<file path="config.mk">
export PLATFORM = sky130hd
export DESIGN_NAME = game_timer_bcd
export DESIGN_NICKNAME = d
export VERILOG_FILES = /design/src/rtl/game_timer_bcd.sv
export SDC_FILE = /design/constraint.sdc
export NUM_CORES = 1
export LEC_CHECK = 0
export BUFFER_PORTS_ARGS = -buffer_cell sky130_fd_sc_hd__buf_2
export CORE_MARGIN = 2
export CORE_UTILIZATION = 50
export CTS_CLUSTER_DIAMETER = 50
export DETAILED_ROUTE_END_ITERATION = 8
export PLACE_DENSITY = 0.72
export SLEW_MARGIN = 20
export SYNTH_ARGS = -nofsm -noshare
export SYNTH_HDL_FRONTEND = slang
export SYNTH_SLANG_ARGS = --single-unit
</file>
<file path="constraint.sdc">
create_clock -name clk -period 5.2 [get_ports clk]
set_input_delay 0.26 -clock clk [delete_from_list [all_inputs] [get_ports clk]]
set_output_delay 0.26 -clock clk [all_outputs]
set_load 0.02 [all_outputs]
</file>
<file path="src/rtl/game_timer_bcd.sv">
// Parametrised BCD countdown round timer with pause, restart and bonus add.
// Optional low-time warn output enabled by defining GAME_TIMER_WARN_EN.
module game_timer_bcd #(
  parameter int                    DIGITS    = 2,
  parameter logic [4*DIGITS-1:0]   START_BCD = 8'h20,
  parameter logic [4*DIGITS-1:0]   WARN_BCD  = 8'h05
) (
  input  logic                  clk,
  input  logic                  RESET,
  input  logic                  tick,
  input  logic                  start,
  input  logic                  pause,
  input  logic                  add_en,
  input  logic [4*DIGITS-1:0]   add_bcd,
  output logic [4*DIGITS-1:0]   digits,
  output logic                  playing,
  output logic                  paused,
  output logic                  expired
`ifdef GAME_TIMER_WARN_EN
  ,
  output logic                  warn
`endif
);

  localparam int W = 4 * DIGITS;

  typedef enum logic [1:0] {
    S_RUN,
    S_PAUSED,
    S_DONE
  } state_e;

  state_e         state_q, state_d;
  logic [W-1:0]   digits_q, digits_d;
  logic           playing_q, playing_d;
  logic           paused_q, paused_d;
  logic           expired_q, expired_d;
  logic [W-1:0]   sum;

  function automatic logic [W-1:0] bcd_add_sat(
    input logic [W-1:0] a,
    input logic [W-1:0] b
  );
    logic [W-1:0] r;
    logic [3:0]   bn;
    logic [4:0]   s;
    logic         c;
    r = '0;
    c = 1'b0;
    for (int i = 0; i < DIGITS; i++) begin
      bn = (b[4*i+:4] > 4'd9) ? 4'd9 : b[4*i+:4];
      s  = {1'b0, a[4*i+:4]} + {1'b0, bn} + {4'b0, c};
      if (s > 5'd9) begin
        s = s - 5'd10;
        c = 1'b1;
      end else begin
        c = 1'b0;
      end
      r[4*i+:4] = s[3:0];
    end
    if (c) r = {DIGITS{4'h9}};
    return r;
  endfunction

  function automatic logic [W-1:0] bcd_dec(input logic [W-1:0] a);
    logic [W-1:0] r;
    logic         bw;
    r  = a;
    bw = 1'b1;
    for (int i = 0; i < DIGITS; i++) begin
      if (bw) begin
        if (a[4*i+:4] == 4'd0) begin
          r[4*i+:4] = 4'd9;
        end else begin
          r[4*i+:4] = a[4*i+:4] - 4'd1;
          bw = 1'b0;
        end
      end
    end
    return r;
  endfunction

  // Next-state: start beats pause, pause beats add/tick.
  always_comb begin
    state_d   = state_q;
    digits_d  = digits_q;
    expired_d = 1'b0;
    sum       = add_en ? bcd_add_sat(digits_q, add_bcd) : digits_q;
    if (start) begin
      state_d  = S_RUN;
      digits_d = START_BCD;
    end else if (pause && state_q != S_DONE) begin
      state_d = (state_q == S_RUN) ? S_PAUSED : S_RUN;
    end else begin
      unique case (state_q)
        S_RUN: begin
          if (!tick) begin
            digits_d = sum;
          end else if (sum == '0) begin
            state_d   = S_DONE;
            digits_d  = '0;
            expired_d = 1'b1;
          end else begin
            digits_d = bcd_dec(sum);
          end
        end
        S_PAUSED: digits_d = sum;
        default:  digits_d = '0;
      endcase
    end
    playing_d = (state_d != S_DONE);
    paused_d  = (state_d == S_PAUSED);
  end

  // State and registered outputs.
  always_ff @(posedge clk or posedge RESET) begin
    if (RESET) begin
      state_q   <= S_RUN;
      digits_q  <= START_BCD;
      playing_q <= 1'b1;
      paused_q  <= 1'b0;
      expired_q <= 1'b0;
    end else begin
      state_q   <= state_d;
      digits_q  <= digits_d;
      playing_q <= playing_d;
      paused_q  <= paused_d;
      expired_q <= expired_d;
    end
  end

  assign digits  = digits_q;
  assign playing = playing_q;
  assign paused  = paused_q;
  assign expired = expired_q;

`ifdef GAME_TIMER_WARN_EN
  logic warn_q, warn_d;

  // Low-time flag follows the digits being loaded this edge.
  always_comb begin
    warn_d = (state_d != S_DONE) && (digits_d <= WARN_BCD);
  end

  // Warn register.
  always_ff @(posedge clk or posedge RESET) begin
    if (RESET) warn_q <= 1'b0;
    else       warn_q <= warn_d;
  end

  assign warn = warn_q;
`else
  logic unused_warn;
  assign unused_warn = ^WARN_BCD;
`endif

endmodule
</file>
==> impl_metrics.yaml <==
cts:
  cts_tree: "done"
  htree_levels: 1
  numClockSinks: 13
  cts_buffers: 3
  path_clk_slew_ps: 90
  clock_latency_ps: 290
  cts_root_buf: "clkbuf_4"
  clock_path_buffers: 2
pwr:
  seqPwrFrac_pct: 24.3
  pwr-share-clk_pct: 11.5
  p_int_uw: 295
  pwr-share-comb_pct: 64.2
  p_leak_nw: 0.757
  netSwitchingFraction_pct: 46.3
  power_density_nw_per_um2: 331
  switching_power_uw: 255
  ir_worst_vdd_v: 0.000255
cells_and_area:
  antenna_cells: 0
  area_growth_pct: 13.9
  seq_area_um2: 329
  layout.nets: 227
  finish.instance_area_um2: 1660
  layout-drive-gt1-share_pct: 23.1
  multi_input_area_um2: 1070
  fillers: 250
timing:
  period_needed_ps: 4970
  hold_viol_final: 0
  setup_viol: 0
  fin_crit_sh_pct: 95.6
  tightest_slew_ps: 632
  slew_violations: 0
  fin_setup_tns_ps: 0
  skew_ps: 15.1
  relSlewSlack_pct: 57.8
  max_freq_mhz: 201
worst_setup_path:
  start_kind: "register"
  cpPeakStageDelay_ps: 550
  cpLargestDelayFamily: "adder cells"
  cp.arrival_ps: 5170
  worst-endpoint-required_ps: 5390
  path_buf_inv: 2
  worstPathCellList: "ha_1 > inv_1 > fa_1 > xor2_2 > and2_1 > o31ai_1 > fa_1 > fa_1 > or4_1 > o31a_1 > nand3_1 > a31oi_2 > inv_1 > ha_1 > a21boi_0 > o21ai_2 > nor2_1 > a31oi_1 > or3_1"
  critPathSlowestCell: "or4_1"
  crit_top_cell: "fa_1"
  cp-end-kind: "register"
  crit_fanout: 8
  critPathKind: "reg2reg"
global_routing:
  grt_max_degree: 14
  antenna_found_initial: 0
  grt_pass1_wl_um: 6110
  track_usage_pct: 23.1
  grt_pass1_vias: 1354
  grt-ovfl-total: 0
job:
  maxCapViolCount: 0
synth:
  synth-seq-area-share_pct: 22.5
  synth_nets: 201
  synth_edf_count: 0
  yosysUniqueCellTypes: 55
  synth.most_common_cell: "nor2_1"
  synthCells: 174
  ys_async_sr_fraction_pct: 100
  ys.flop_type: "dfrtp_1"
  synth_top_area_share_pct: 18.9
  yosysWarnings: 0
  syn_avg_cell_area_um2: 8.38
  synthTopCellsByCount: "nor2_1, dfrtp_1, ha_1, nand2_1, inv_1"
  yosys-top-cells-area: "dfrtp_1, ha_1, nor2_1"
  ys_seq_elements: 13
  netlist_area_um2: 1460
  yosysTopAreaCell: "dfrtp_1"
placed_design:
  gp_congestion: 0.920
  dpl.hpwl_um: 2770
  dpl_cell_area_um2: 1580
  port_buffers: 24
route:
  drt_wl_total_um: 3670
  first_iter_violations: 110
  via_per_inst: 6.28
  wire_per_inst_um: 16.0
  vias: 1444
  drc: 0
  ant_nets: 0
  drtPass1Iterations: 4
run_status:
  outcome: "finished, final reports clean"
floorplanning:
  dieArea_um2: 3370
  initial_core_util_pct: 52.9
  rows: 19
  core_area_um2: 2760
  ios: 25
  die_height_um: 58.0
  dieWidth_um: 58.0
min_path:
  hold_path.class: "in2reg"
==> worst paths after layout <==
check                                       from                    end  slack [ps]  cells after the start
setup / recovery           digits[0]$_DFFE_PP0P_      playing$_DFF_PP1_         230                     19
hold / removal                             start   state_q[0]$_DFF_PP0_         260                      2
setup reg to reg           digits[0]$_DFFE_PP0P_      playing$_DFF_PP1_         230                     19
hold reg to reg            digits[2]$_DFFE_PP0P_  digits[2]$_DFFE_PP0P_         590                      1
max in group asynchronous                  RESET  digits[0]$_DFFE_PP0P_        4300                      3
min in group asynchronous                  RESET  digits[2]$_DFFE_PP0P_         530                      3
==> final cells by class <==
cell class	instances	share of cell area (%)
Timing Repair Buffer	30	10.1
Sequential cell	13	19.8
Multi-Input combinational cell	143	64.2
Tap cell	31	2.33
Inverter	9	2.03
Clock buffer	4	1.58
==> power by group through the flow <==
stage          clock [mW]  sequential [mW]  combinational, mW
2_1_floorplan           0            0.142              0.247
3_3_place_gp            0            0.135              0.314
3_5_place_dp            0            0.135              0.323
4_1_cts            0.0635            0.133              0.329
5_1_grt            0.0661            0.136              0.387
6_report           0.0630            0.134              0.353
==> per-layer routing <==
layer	global-route usage [%]	vias to the layer above	share of wire, %
met4	4.32	0	0
met3	5.58	0	4.5
met2	36.9	34	49
met1	32.3	701	46
met5	0	-	0
li1	-	709	-
==> cell families (layout without fill, tap and decap cells) <==
group / after synthesis / after routing / share of synthesized area [%]
buffers and inverters: 18 / 43 / 5.15
AND/OR/NAND/NOR: 69 / 69 / 25.3
adder cells (fa/ha/maj): 13 / 13 / 12.7
AO/OA/AOI/OAI: 56 / 56 / 30.7
XOR/XNOR: 3 / 3 / 2.32
flip-flops: 13 / 13 / 22.5
multiplexers: 2 / 2 / 1.37
==> timing repair <==
item                       CTS  global route
hold endpoints to repair     5             0
setup buffers                0             4
gates resized for setup      0             3
setup endpoints to repair    0             8
hold buffers                 1             0
==> placed cells by master, fill, tap and decap left out, types with 3 or more instances in the layout <==
cell type | netlist | routed
a31oi_1 | 5 | 4
a32oi_1 | 5 | 5
o21ai_0 | 6 | 6
buf_4 | 0 | 5
nand3_1 | 7 | 7
nor2_1 | 20 | 20
a21o_1 | 4 | 4
buf_2 | 0 | 24
clkbuf_4 | 0 | 3
o31ai_1 | 3 | 3
nand2b_1 | 6 | 6
or3_1 | 3 | 3
ha_1 | 10 | 10
a21oi_1 | 6 | 6
fa_1 | 3 | 3
inv_1 | 9 | 9
nor3_1 | 5 | 5
nand2_1 | 10 | 10
nor2b_1 | 4 | 4
dfrtp_1 | 11 | 10
==> sequential cells by signal (all words and copies together), names as in the netlist <==
signal,flops
digits,8
playing,1
paused,1
expired,1
state_q,2
==> stage by stage <==
step	total power [mW]	utilization, %	std cells	setup slack, ps	hold slack (ps)
global placement	0.449	57.4	221	313	289
CTS	0.525	58.8	226	116	256
finish	0.549	60.3	230	228	258
detailed placement	0.459	57.4	221	100	300
global route	0.589	60.3	230	-27.8	274
floorplan	0.389	-	174	597	136
(Power assumes the default switching activity.)
